### src/rtl/updown_counter_sequencer.sv
`default_nettype none
// ============================================================================
// Module   : updown_counter_sequencer
// Brief    : Sole bus master of the 8-bit up/down counter. It range-checks a host
//            configuration, writes PLR/ULR/LLR/CCR, pulses start and reports the
//            status. Macro READBACK_VERIFY_EN adds a read-back pass before start.
// Revision : 1.0
// ============================================================================
module updown_counter_sequencer #(
  parameter int SETUP_CYC   = 1,
  parameter int STROBE_CYC  = 2,
  parameter int TIMEOUT_CYC = 4096
) (
  input  logic       clk_in,
  input  logic       reset_in,
  input  logic       cfg_valid,
  output logic       cfg_ready,
  input  logic [7:0] cfg_plr,
  input  logic [7:0] cfg_ulr,
  input  logic [7:0] cfg_llr,
  input  logic [7:0] cfg_ccr,
  output logic [7:0] bus_dout,
  output logic       bus_oe,
  input  logic [7:0] bus_din,
  output logic       ncs,
  output logic       nwr,
  output logic       nrd,
  output logic       A0,
  output logic       A1,
  output logic       start_out,
  input  logic       ec_in,
  input  logic       err_in,
  output logic       busy,
  output logic       done,
  output logic [2:0] status
);

  localparam logic [3:0] S_IDLE      = 4'd0;
  localparam logic [3:0] S_CHECK     = 4'd1;
  localparam logic [3:0] S_WR_SETUP  = 4'd2;
  localparam logic [3:0] S_WR_STROBE = 4'd3;
  localparam logic [3:0] S_WR_HOLD   = 4'd4;
  localparam logic [3:0] S_START     = 4'd5;
  localparam logic [3:0] S_WAIT_END  = 4'd6;
  localparam logic [3:0] S_DONE      = 4'd7;
  localparam logic [3:0] S_FAIL      = 4'd8;
`ifdef READBACK_VERIFY_EN
  localparam logic [3:0] S_RD_SETUP  = 4'd9;
  localparam logic [3:0] S_RD_STROBE = 4'd10;
  localparam logic [3:0] S_RD_HOLD   = 4'd11;
  localparam logic [2:0] ST_ERR_VERIFY = 3'd4;
`endif

  localparam logic [2:0] ST_OK        = 3'd0;
  localparam logic [2:0] ST_ERR_RANGE = 3'd1;
  localparam logic [2:0] ST_ERR_DEV   = 3'd2;
  localparam logic [2:0] ST_TIMEOUT   = 3'd3;

  localparam logic [7:0]  c_setup_last  = 8'(SETUP_CYC - 1);
  localparam logic [7:0]  c_strobe_last = 8'(STROBE_CYC - 1);
  localparam logic [15:0] c_tmo_last    = 16'(TIMEOUT_CYC - 1);

  logic [3:0]  r_state;
  logic [3:0]  w_next;
  logic [2:0]  w_fail_code;
  logic [7:0]  r_cfg [4];     // indexed in write order: PLR, ULR, LLR, CCR
  logic [1:0]  r_idx;
  logic [7:0]  r_phase;
  logic [15:0] r_tmo;
  logic [2:0]  r_status;
  logic        w_accept;
  logic        w_range_bad;

  assign w_accept    = cfg_valid && cfg_ready;
  assign w_range_bad = (r_cfg[2] > r_cfg[1]) || (r_cfg[0] < r_cfg[2]) || (r_cfg[0] > r_cfg[1]);
  assign status      = r_status;

`ifdef READBACK_VERIFY_EN
  logic r_mismatch;
`else
  logic w_unused_din;
  assign w_unused_din = ^bus_din;
`endif

  always_ff @(posedge clk_in) begin
    if (reset_in) r_state <= S_IDLE;
    else          r_state <= w_next;
  end

  always_ff @(posedge clk_in) begin
    if (reset_in) begin
      for (int k = 0; k < 4; k++) r_cfg[k] <= 8'd0;
      r_idx    <= 2'd0;
      r_phase  <= 8'd0;
      r_tmo    <= 16'd0;
      r_status <= ST_OK;
`ifdef READBACK_VERIFY_EN
      r_mismatch <= 1'b0;
`endif
    end else begin
      // Phase counter restarts on every state change; it times setup/strobe.
      r_phase <= (w_next == r_state) ? r_phase + 8'd1 : 8'd0;
      if (w_accept) begin
        r_cfg[0] <= cfg_plr;
        r_cfg[1] <= cfg_ulr;
        r_cfg[2] <= cfg_llr;
        r_cfg[3] <= cfg_ccr;
        r_status <= ST_OK;
      end
      if (r_state == S_CHECK)
        r_idx <= 2'd0;
      else if (w_next == S_WR_SETUP && r_state == S_WR_HOLD)
        r_idx <= r_idx + 2'd1;
`ifdef READBACK_VERIFY_EN
      // Index wraps 3 -> 0 when leaving the last write, ready for read-back.
      else if (r_state == S_WR_HOLD || (r_state == S_RD_HOLD && w_next == S_RD_SETUP))
        r_idx <= r_idx + 2'd1;
      if (r_state == S_CHECK)
        r_mismatch <= 1'b0;
      else if (r_state == S_RD_STROBE && r_phase == c_strobe_last)
        r_mismatch <= (bus_din != r_cfg[r_idx]);
`endif
      if (r_state == S_START)         r_tmo <= 16'd0;
      else if (r_state == S_WAIT_END) r_tmo <= r_tmo + 16'd1;
      if (w_next == S_FAIL) r_status <= w_fail_code;
    end
  end

  always_comb begin
    w_next      = r_state;
    w_fail_code = ST_OK;
    case (r_state)
      S_IDLE:      if (cfg_valid) w_next = S_CHECK;
      S_CHECK:
        if (w_range_bad) begin
          w_next      = S_FAIL;
          w_fail_code = ST_ERR_RANGE;
        end else begin
          w_next = S_WR_SETUP;
        end
      S_WR_SETUP:  if (r_phase == c_setup_last)  w_next = S_WR_STROBE;
      S_WR_STROBE: if (r_phase == c_strobe_last) w_next = S_WR_HOLD;
      S_WR_HOLD:
        if (r_idx != 2'd3) w_next = S_WR_SETUP;
`ifdef READBACK_VERIFY_EN
        else               w_next = S_RD_SETUP;
      S_RD_SETUP:  if (r_phase == c_setup_last)  w_next = S_RD_STROBE;
      S_RD_STROBE: if (r_phase == c_strobe_last) w_next = S_RD_HOLD;
      S_RD_HOLD:
        if (r_mismatch) begin
          w_next      = S_FAIL;
          w_fail_code = ST_ERR_VERIFY;
        end else if (r_idx != 2'd3) begin
          w_next = S_RD_SETUP;
        end else begin
          w_next = S_START;
        end
`else
        else               w_next = S_START;
`endif
      S_START:     w_next = S_WAIT_END;
      S_WAIT_END:
        if (err_in) begin
          w_next      = S_FAIL;
          w_fail_code = ST_ERR_DEV;
        end else if (ec_in) begin
          w_next = S_DONE;
        end else if (r_tmo == c_tmo_last) begin
          w_next      = S_FAIL;
          w_fail_code = ST_TIMEOUT;
        end
      S_DONE, S_FAIL: w_next = S_IDLE;
      default:        w_next = S_IDLE;
    endcase
  end

  always_comb begin
    cfg_ready = (r_state == S_IDLE);
    busy      = (r_state != S_IDLE);
    ncs       = 1'b1;
    nwr       = 1'b1;
    nrd       = 1'b1;
    bus_oe    = 1'b0;
    bus_dout  = 8'd0;
    A0        = 1'b0;
    A1        = 1'b0;
    start_out = 1'b0;
    done      = 1'b0;
    case (r_state)
      S_WR_SETUP, S_WR_STROBE, S_WR_HOLD: begin
        ncs      = 1'b0;
        bus_oe   = 1'b1;
        bus_dout = r_cfg[r_idx];
        A0       = r_idx[1];
        A1       = r_idx[0];
        nwr      = (r_state != S_WR_STROBE);
      end
`ifdef READBACK_VERIFY_EN
      S_RD_SETUP, S_RD_STROBE, S_RD_HOLD: begin
        ncs = 1'b0;
        A0  = r_idx[1];
        A1  = r_idx[0];
        nrd = (r_state != S_RD_STROBE);
      end
`endif
      S_START: begin
        ncs       = 1'b0;
        start_out = 1'b1;
      end
      S_WAIT_END:     ncs  = 1'b0;
      S_DONE, S_FAIL: done = 1'b1;
      default: ;
    endcase
  end

endmodule
`default_nettype wire

### config.mk
export PLATFORM = sky130hd
export DESIGN_NAME = updown_counter_sequencer
export DESIGN_NICKNAME = d
export VERILOG_FILES = /design/src/rtl/updown_counter_sequencer.sv
export SDC_FILE = /design/constraint.sdc
export NUM_CORES = 1
export LEC_CHECK = 0
export ABC_AREA = 1
export ABC_CLOCK_PERIOD_IN_PS = 6980
export CAP_MARGIN = 10
export CORE_MARGIN = 3
export CORE_UTILIZATION = 45
export DETAILED_ROUTE_END_ITERATION = 12
export PLACE_DENSITY = 0.78
export SETUP_SLACK_MARGIN = 0.2
export SLEW_MARGIN = 0
export SYNTH_ARGS = -nofsm -noshare
export SYNTH_HDL_FRONTEND = slang
export SYNTH_SLANG_ARGS = --single-unit
export TNS_END_PERCENT = 50
### constraint.sdc
create_clock -name clk_in -period 6.98 [get_ports clk_in]
set_clock_uncertainty 0.15 [all_clocks]
set_input_delay 2.094 -clock clk_in [delete_from_list [all_inputs] [get_ports clk_in]]
set_output_delay 2.094 -clock clk_in [all_outputs]
set_load 0.01 [all_outputs]
* Word-level counts from Yosys, hierarchy flattened
Memories as Yosys holds them, arrays and structs flattened. A register that Yosys moved wholly into a read port is not among the register bits.
Cells that the tools add are included.
** Storage, ports and cells
- Logic and storage cells :: 81
- Bits in writable memories :: 32
- Memories :: 1
- Flip-flop bits (word level) :: 33
- Bits of input ports :: 45
- Output and inout port bits :: 21
** Memories
- r_cfg :: words 4, bits a word 8, rd ports 4, clocked after Yosys merged registers in 1, wr ports 4, RTL line 66 : logic [7:0] r_cfg [4];
** Operators by class
- Reduce and logical (&&, ||, !) cells :: 14
- Eq/ne operators :: 15
- Bitwise gates (word level) :: 5
- Magnitude comparators :: 3
- Add/sub/neg operators :: 3
- Muxes and demuxes :: 35
** Operators with widths (number)
- $mux 8 :: 5
- $mux 4 :: 7
- $pmux 4 s7 :: 1
- $add 16x1->16 const B :: 1
- $eq 16x12->1 const B :: 1
- $eq 4x3->1 const B :: 4
- $gt 8x8->1 :: 2
- $mux 1 :: 13
- $eq 4x2->1 const B :: 3
- $mux 2 :: 5
- $mux 3 :: 3
- $add 8x1->8 const B :: 1
- $eq 4x4->1 const B :: 2
- $eq 8x1->1 const B :: 1
- $logic_not 8->1 :: 1
- $lt 8x8->1 :: 1
- $reduce_or 2->1 :: 4
- $reduce_or 5->1 :: 1
- $eq 4x1->1 const B :: 1
- $eq 4x4->1 :: 1
- $logic_not 4->1 :: 1
- $ne 4x2->1 const B :: 1
- $or 1x1->1 :: 4
- $pmux 2 s2 :: 1
- other kinds (8) :: 10

* Logic depth before layout (Yosys ltp)
An unclocked memory read counts as a cell.
- Word-level depth :: 10
- Depth in mapped cells :: 14
- Gate-level depth less buffers :: 14

* Worst setup path before layout
OpenSTA, ideal clock, no wires.
- Kind :: input -> register
- From :: input port reset_in
- To :: memory r_cfg[0][0] (enable)
- Path slack :: 3.301 ns
- Setup time :: 0.389 ns
- Cell stages on the path :: 3
- Data required time :: 6.441 ns
- Data arrival time :: 3.140 ns
- Path buffers :: 1
- Path through :: buf_1 > inv_1 > nand2_1
** RTL lines
- from (decl) :: RTL line 15 : input logic reset_in,
- to (decl) :: RTL line 66

==> flow_metrics.env <==
export IMPL_fill_cells=789
export IMPL_core_area_um2=8299
export IMPL_power_leakage_nw=2.195
export IMPL_maxSlewViolCount=0
export IMPL_async_flop_share_pct=0
export IMPL_seqCellArea_um2=1642
export IMPL_r2r_setup_slack_ps=4890
export IMPL_seq_area_frac_synth_pct=42.06
export IMPL_drive_above_1_share_pct=7.733
export IMPL_cp_arrival_ps=2520
export IMPL_grt_pass1_vias=3424
export IMPL_cts_hold_buf=0
export IMPL_ys_types=39
export IMPL_critPathLaunchType="flop"
export IMPL_fin_crit_ps=4763
export IMPL_dp_cells=658
export IMPL_synthTopCellsByArea="edfxtp_1 (25%), dfxtp_1 (17%), inv_1 (10%), ha_1 (9.0%), nand2_1 (7.7%)"
export IMPL_stdcell_count=674
export IMPL_crit_chain="clkinv_1 > a21oi_1 > o21ai_0 > nand2_1 > nand2_1 > inv_1 > clkdlybuf4s50_1"
export IMPL_cp_required_ps=4740
export IMPL_max_vdd_ir_drop_v=0.0001479
export IMPL_wl_um=8353
export IMPL_overflow=0
export IMPL_die_w_um=99.13
export IMPL_worst_slew_pin_slew_ps=714.4
export IMPL_fin_tns_setup_ps=0
export IMPL_max_cap_violations=0
export IMPL_syn_area_per_cell_um2=7.712
export IMPL_ys_ff_latch=66
export IMPL_antenna_found_initial=0
export IMPL_vias=3305
export IMPL_drt_iter0_markers=129
export IMPL_slowest_delay_ps=610
export IMPL_path_clk_slew_ps=80
export IMPL_vias_per_cell=4.904
export IMPL_die_h_um=99.13
export IMPL_power_density_nw_per_um2=202.6
export IMPL_synth_largest_area_cell="edfxtp_1"
export IMPL_rsz0062_at_grt="no"
export IMPL_synth_edf_count=32
export IMPL_p_total_w=0.0009616
export IMPL_grtUsageTotal_pct=18.22
export IMPL_cpMaxStageDelayCell="dfxtp_1"
export IMPL_diodes=0
export IMPL_hold_path_class="flop to flop"
export IMPL_fin_util_pct=57.20
export IMPL_ys_warn_count=0
export IMPL_grt_max_degree=33
export IMPL_ant_nets=0
export IMPL_crit_buf_inv=3
export IMPL_crit_fanout=18
export IMPL_status="completed"
export IMPL_cts_sinks=66
export IMPL_fmax_ghz=0.2099
export IMPL_cts_path_max_buffers=2
export IMPL_post_cts_buffers=0
export IMPL_insertion_delay_ps=350
export IMPL_critPathKind="flop to primary output"
export IMPL_avgRoutedWirePerCell_um=12.39
export IMPL_slew_headroom_pct=52.20
export IMPL_setup_viol=0
export IMPL_area_growth_pct=21.64
export IMPL_crit_top_cell="nand2_1"
export IMPL_cp_top_family="buffers and inverters"
export IMPL_post_dp_hpwl_um=6447
export IMPL_nets=637
export IMPL_syn_inst=506
export IMPL_synth_nets=579
export IMPL_ys_flop_type="dfxtp_1"
export IMPL_grt_pass1_wl_um=14650
export IMPL_die_area_um2=9826
export IMPL_numPortBuffers=55
export IMPL_clockRootBuffer="clkbuf_8"
export IMPL_synth_top_area_share_pct=24.62
export IMPL_period_share_pct=68.24
export IMPL_numCtsBuffers=9
export IMPL_gp_congestion=0.8287
export IMPL_worstSetupEndpointType="primary output"
export IMPL_initial_core_util_pct=47.02
export IMPL_cts_resized=0
export IMPL_ctsHtreeMaxLevel=3
export IMPL_drtPass1Iterations=4
export IMPL_drc_errors=0
export IMPL_num_rows=33
export IMPL_syn_area_um2=3902
export IMPL_multi_input_area_um2=1797
export IMPL_pin_count=66
export IMPL_tritoncts="yes"
export IMPL_hold_viol=0
==> kinds of logic (layout without fill, tap and decap cells) <==
logic type | count (synthesis) | count (layout) | share of synthesized area (%)
compound gates | 76 | 76 | 10.20
xor+xnor | 8 | 8 | 1.796
fa+ha+maj | 28 | 28 | 8.977
buf+inv | 120 | 183 | 11.89
flops | 66 | 66 | 42.06
other cells | 2 | 2 | 0.1924
simple gates | 206 | 206 | 24.88
==> worst paths after layout <==
| check | start | to | depth (start not counted) |
|---|---|---|---|
| worst max register to register | r_tmo[0]$_SDFFE_PP0P_ | r_phase[2]$_SDFF_PP0_ | 10 |
| worst min register to register | r_tmo[4]$_SDFFE_PP0P_ | r_tmo[4]$_SDFFE_PP0P_ | 2 |
| worst max-delay path | flop | bus_dout[3] | 7 |
| worst min-delay path | r_tmo[4]$_SDFFE_PP0P_ | r_tmo[4]$_SDFFE_PP0P_ | 2 |
==> layout by cell type, fill, tap and decap left out, drive strengths merged, types with 2 or more instances in the layout <==
cell type	synthesis	final
a21o	2	2
a21oi	40	40
a31oi	3	3
buf	4	2
clkbuf	6	10
clkdlybuf4s50	0	55
clkinv	2	4
conb	2	2
dfxtp	34	34
edfxtp	32	32
ha	28	28
inv	108	111
nand2	84	84
nand3	16	16
nand4	8	8
nor2	74	74
nor3	16	16
nor3b	3	3
nor4	2	2
o21ai	29	29
xor2	7	7
==> through the flow <==
stage | hold WS [ps] | instance area, um^2 | worst slack, ps
after floorplan | 288.8 | 3902 | 3301
after global placement | 306.0 | 4553 | 2641
after detailed placement | 329.2 | 4553 | 2600
after CTS | 341.9 | 4747 | 2212
after global routing | 359.0 | 4747 | 1920
final | 339.7 | 4747 | 2217
==> worst reg2reg max path, delay by kind of cell, from the launching register on <==
kind	cells	cell delay (ps)
adders and majority gates	1	220
buffers and inverters	1	90
DFF	1	380
and+or+nand+nor	8	1150
==> routing by layer <==
| metal | wire length, um | GRT usage (%) | up-vias |
|---|---|---|---|
| met3 | 386 | 5.189 | 8 |
| met4 | 63 | 5.147 | 0 |
| met2 | 4420 | 33.21 | 65 |
| li1 | - | - | 1719 |
| met1 | 3482 | 20.70 | 1513 |
| met5 | 0 | 0 | - |
==> where the power goes <==
| group | switching [W] | internal [W] |
|---|---|---|
| Sequential | 0.0000184 | 0.000437 |
| Combinational | 0.000110 | 0.0000820 |
| Clock | 0.000160 | 0.000153 |
| Total | 0.000289 | 0.000672 |
==> cell type report <==
cell class	count	share of cell area (%)
multi-input cells	320	37.85
flip-flops and latches	66	34.58
repair buffers	57	11.91
inverters	110	8.803
clock buffers	10	3.137
well taps	105	2.768
clock inverters	6	0.9489
==> registers in the layout, summed over array words and instances (netlist names), named ones only <==
register	flops
status	2
r_tmo	16
r_idx	2
r_state	4
r_phase	8
r_cfg	32
==> Yosys cell counts (3+ instances only) <==
| cell type | instances |
|---|---|
| nand3_1 | 13 |
| xor2_1 | 7 |
| nor2_1 | 66 |
| nor2_4 | 4 |
| nand2_1 | 80 |
| edfxtp_1 | 32 |
| ha_1 | 28 |
| a21oi_1 | 40 |
| nand2_2 | 3 |
| nand4_1 | 8 |
| clkbuf_1 | 6 |
| a31oi_1 | 3 |
| inv_1 | 104 |
| nor2_2 | 4 |
| dfxtp_1 | 34 |
| o21ai_0 | 27 |
| nor3b_2 | 3 |
| inv_2 | 3 |
| nor3_1 | 15 |
(Power assumes the default switching activity.)
==> patch 1: new RTL, same flow settings <==
Put one more register stage on the output `status`, cleared by the reset. The value now appears one clock later. The other outputs are not delayed to match.
--- a/src/rtl/updown_counter_sequencer.sv
+++ b/src/rtl/updown_counter_sequencer.sv
@@ -73,7 +73,13 @@
 
   assign w_accept    = cfg_valid && cfg_ready;
   assign w_range_bad = (r_cfg[2] > r_cfg[1]) || (r_cfg[0] < r_cfg[2]) || (r_cfg[0] > r_cfg[1]);
-  assign status      = r_status;
+  always_ff @(posedge clk_in) begin
+    if (reset_in) begin
+      status <= '0;
+    end else begin
+      status <= r_status;
+    end
+  end
 
 `ifdef READBACK_VERIFY_EN
   logic r_mismatch;
Behaviour: not the same (Yosys sat finds a counterexample within 4 cycles, from zero or initial values and one cycle with reset_in high).
==> patch 1 against the unedited design <==
Routed wire length grew 3.8%; power grew 1.5%; sequential cell count grew 2; critical path depth is the same; maximum frequency shrank 2.3%; first-iteration DRC count grew 20%; area after synthesis grew 2.7%; design area grew 2.2%; global-route usage grew 0.27 points; highest routed layer unchanged; non-clock buffer count is the same; worst setup slack lost 0.11 ns.
==> patch 1: results (changes against the unedited design) <==
Routed WL per cell=12.7 um (+2.3%); vias in the first global route=3359 (-1.9%); routed wl met3=481 um (+25%); met2 Resource Use GR=30.5% (-2.7 points); Routability Congestion=0.856 (+3.3%); Synth Area in Adders=8.74% (-0.24 points); met3 global-route usage=3.68% (-1.5 points); met1 Track Usage GR=23.2% (+2.5 points); WP data arrival=2.63 ns (+0.11 ns); # fillers=782 (-0.89%); Reg-to-Reg End=r_phase[6]$_SDFF_PP0_; xor-xnor portion of the synthesized cell area=2.18% (+0.39 points); Placement Cell Area=4650 sq um (+2.2%); Power Combinational=0.202 mW (+5%); synth top area cells=edfxtp_1 24%, dfxtp_1 18%, inv_1 9.6%, ha_1 8.7%, nand2_1 8.5%; Sequential Power Share=47.8% (+0.4 points); most instantiated cells after synthesis=103 x inv_1, 91 x nand2_1, 66 x nor2_1; Initial DRC Count=155 (+20%); first-pass GRT wire length=14.8 mm (+1.2%); peak supply drop=0.0956 mV (-35%); status=complete, no violations; Psw=0.293 mW (+1.4%); Crit path largest cell delay=0.63 ns (+0.02 ns); DR vias=3387 (+2.5%); routed wl met2=4.10 mm (-7.3%)
## patch 1: changes by cell type in the layout (fill, tap and decap cells not counted), moves of 3 or more
cell | unedited run | this run
inv_2 | 3 | 6
inv_6 | 3 | 0
nand2_1 | 80 | 91
nor3_1 | 15 | 7
nor3_2 | 0 | 10
nor3b_2 | 3 | 0
o21ai_0 | 27 | 22
## patch 1: worst max-delay path, delay by kind of cell (launching register included)
kind / cells / cell delay (ns)
flops: 1 / 0.63
compound gates: 2 / 0.43
buf+inv: 3 / 1.10
simple gates: 2 / 0.13
## patch 1: worst min path at each step
stage | startpoint | cells after the start | to | slack, ns
3_5_place_dp | r_status[0]$_SDFFE_PP0P_ | 2 | status[0]$_SDFF_PP0_ | 0.29
4_1_cts | r_status[0]$_SDFFE_PP0P_ | 2 | status[0]$_SDFF_PP0_ | 0.29
6_report | r_status[0]$_SDFFE_PP0P_ | 2 | status[0]$_SDFF_PP0_ | 0.29
2_1_floorplan | r_status[0]$_SDFFE_PP0P_ | 2 | status[0]$_SDFF_PP0_ | 0.25
3_3_place_gp | r_status[0]$_SDFFE_PP0P_ | 2 | status[0]$_SDFF_PP0_ | 0.28
5_1_grt | r_status[0]$_SDFFE_PP0P_ | 2 | status[0]$_SDFF_PP0_ | 0.30
## patch 1: layout make-up
class	count	area, sq um	share of cell area (%)
clock buffer	10	149	3.07
clock inverter	6	35.0	0.722
inverter	111	419	8.64
multi-input combinational	327	1860	38.4
sequential	68	1680	34.7
tap	105	131	2.71
timing repair buffer	57	573	11.8
## patch 1: per-stage QoR
stage          util [%]  cells  hold slack (ns)
4_1_cts            57.4    683            0.292
3_3_place_gp       55.2    667            0.279
6_report           57.6    684            0.287
3_5_place_dp       55.2    667            0.289
5_1_grt            57.6    684            0.303
2_1_floorplan         -    516            0.250
==> patch 2: new RTL, same settings <==
Made on the original files. Build with the macro `READBACK_VERIFY_EN` defined.
--- a/src/rtl/updown_counter_sequencer.sv
+++ b/src/rtl/updown_counter_sequencer.sv
@@ -6,6 +6,8 @@
 //            status. Macro READBACK_VERIFY_EN adds a read-back pass before start.
 // Revision : 1.0
 // ============================================================================
+`define READBACK_VERIFY_EN
+
 module updown_counter_sequencer #(
   parameter int SETUP_CYC   = 1,
   parameter int STROBE_CYC  = 2,
Function: same outputs for any inputs over 10 cycles, from zero or initial values and one cycle with reset_in high; that may be too few to reach the edited logic, so the function may still have changed.
==> patch 2 against the unedited design <==
Sequential share of layout area decreased by 1.6 points; routed wire length is 13% higher; critical path depth up 1; area after synthesis grew 6.0%; design area up 7.4%; power increased by 18%; worst setup slack got worse by 0.021 ns; hold slack worse by 0.0033 ns; sequential cell count is 2 higher; clock power increased by 3%; global-route usage grew 1.1 points.
==> patch 2: results (changes against the unedited design) <==
status=complete, no violations; buffering overhead=12.9% (+0.99 points); H-Tree Depth=3 (unchanged); Initial DRC Count=211 (+64%); clock power share=28.3% (-4.3 points); Leak Pwr=2.24 nW (+2.0%); # fillers=818 (+3.7%); DP Wirelength=7.52 mm (+17%); PortBufs=65 (+18%); Reg-to-Reg End=r_phase[5]$_SDFF_PP0_; area of the multi-input gates=2000 sq um (+11%); Vias per Instance=5.03 (+2.7%); WP data arrival=2.54 ns (+0.02 ns); flip-flop and latch share of the layout cell area=33.0% (-1.6 points); post-synthesis cell type count=34 (-13%); reg2reg setup slack=4.55 ns (-0.34 ns); internal power=0.750 mW (+12%); most instantiated cells after synthesis=110 x inv_1, 96 x nand2_1, 91 x nor2_1; Max Cap Viol=0 (unchanged); nets@finish=701 (+10%); clock network share of area=3.88% (-0.21 points); vias in the first global route=3626 (+5.9%); synth top area cells=edfxtp_1 23%, dfxtp_1 17%, inv_1 10%, nand2_1 8.7%, ha_1 8.5%; worst r2r src=r_cfg[0][7]$_SDFFCE_PN0P_; Routability Congestion=0.918 (+11%); hold path startpoint=r_tmo[1]$_SDFFE_PP0P_; peak supply drop=0.104 mV (-30%); Initial DRT Pass Iterations=5 (+1); All-Layer GR Usage=19.3% (+1.1 points); invs w/o clock=114 (+3.6%); Mapped Nets=632 (+9.2%); multi-input gates=369 (+15%); Non-clk bufs=66 (+16%); Crit path largest cell delay=0.58 ns (-0.03 ns); Slew HR=30.2% (-22 points); Max Fanout on Critical Path=9 (-9); layout cells sized above 1=6.32% (-1.4 points); CP max stage cell=a21oi_1; Power Density=223 nW/um^2 (+10%); Routed WL per cell=12.7 um (+2.8%); Seq/Total Area, Yosys=40.6% (-1.4 points); FF+latch count=68 (+3.0%)
==> patch 2: cell types whose count changed in the layout (fill, tap and decap cells not counted), moves of 6 or more <==
cell | unedited run | this run
nor2_1 | 66 | 91
nand2_1 | 80 | 96
clkdlybuf4s50_1 | 55 | 65
nor3_1 | 15 | 23
inv_1 | 104 | 110
==> patch 2: metal layers <==
layer | routed length, um | GRT usage (%) | share of wire [%] | vias to the layer above
li1 | - | - | - | 1920
met1 | 4380 | 25.6 | 46 | 1694
met2 | 4390 | 32.3 | 46 | 106
met3 | 545 | 3.28 | 5.8 | 10
met4 | 127 | 6.16 | 1.3 | 0
met5 | 0 | 0 | 0 | -
==> patch 2: worst max-delay path, delay by kind of cell (launching register included) <==
kind / cells / cell delay [ns]
simple gates: 2 / 0.14
compound gates: 2 / 0.81
flops: 1 / 0.50
buf+inv: 4 / 0.76
==> patch 2: worst max path at each step <==
stage | depth (start not counted) | endpoint | slack, ns
floorplan | 3 | r_cfg[0][0]$_SDFFCE_PN0P_ | 3.28
global placement | 8 | A1 | 2.65
detailed placement | 8 | A1 | 2.60
CTS | 8 | A1 | 2.22
global route | 8 | A0 | 2.00
finish | 8 | A1 | 2.20
==> patch 2: per-stage QoR <==
step	setup slack, ns	hold slack (ns)	cell area (sq um)	utilization, %	instances
2_1_floorplan	3.28	0.293	4140	-	559
3_3_place_gp	2.65	0.314	4900	55.7	725
3_5_place_dp	2.60	0.327	4900	55.7	725
4_1_cts	2.22	0.341	5100	57.9	741
5_1_grt	2.00	0.371	5100	57.9	741
6_report	2.20	0.336	5100	57.9	741
==> patch 2: logic make-up after synthesis <==
family / synth area share (%)
fa+ha+maj: 8.47
buf+inv: 11.1
xor+xnor: 2.75
simple gates: 27.4
flops: 40.6
compound gates: 9.68
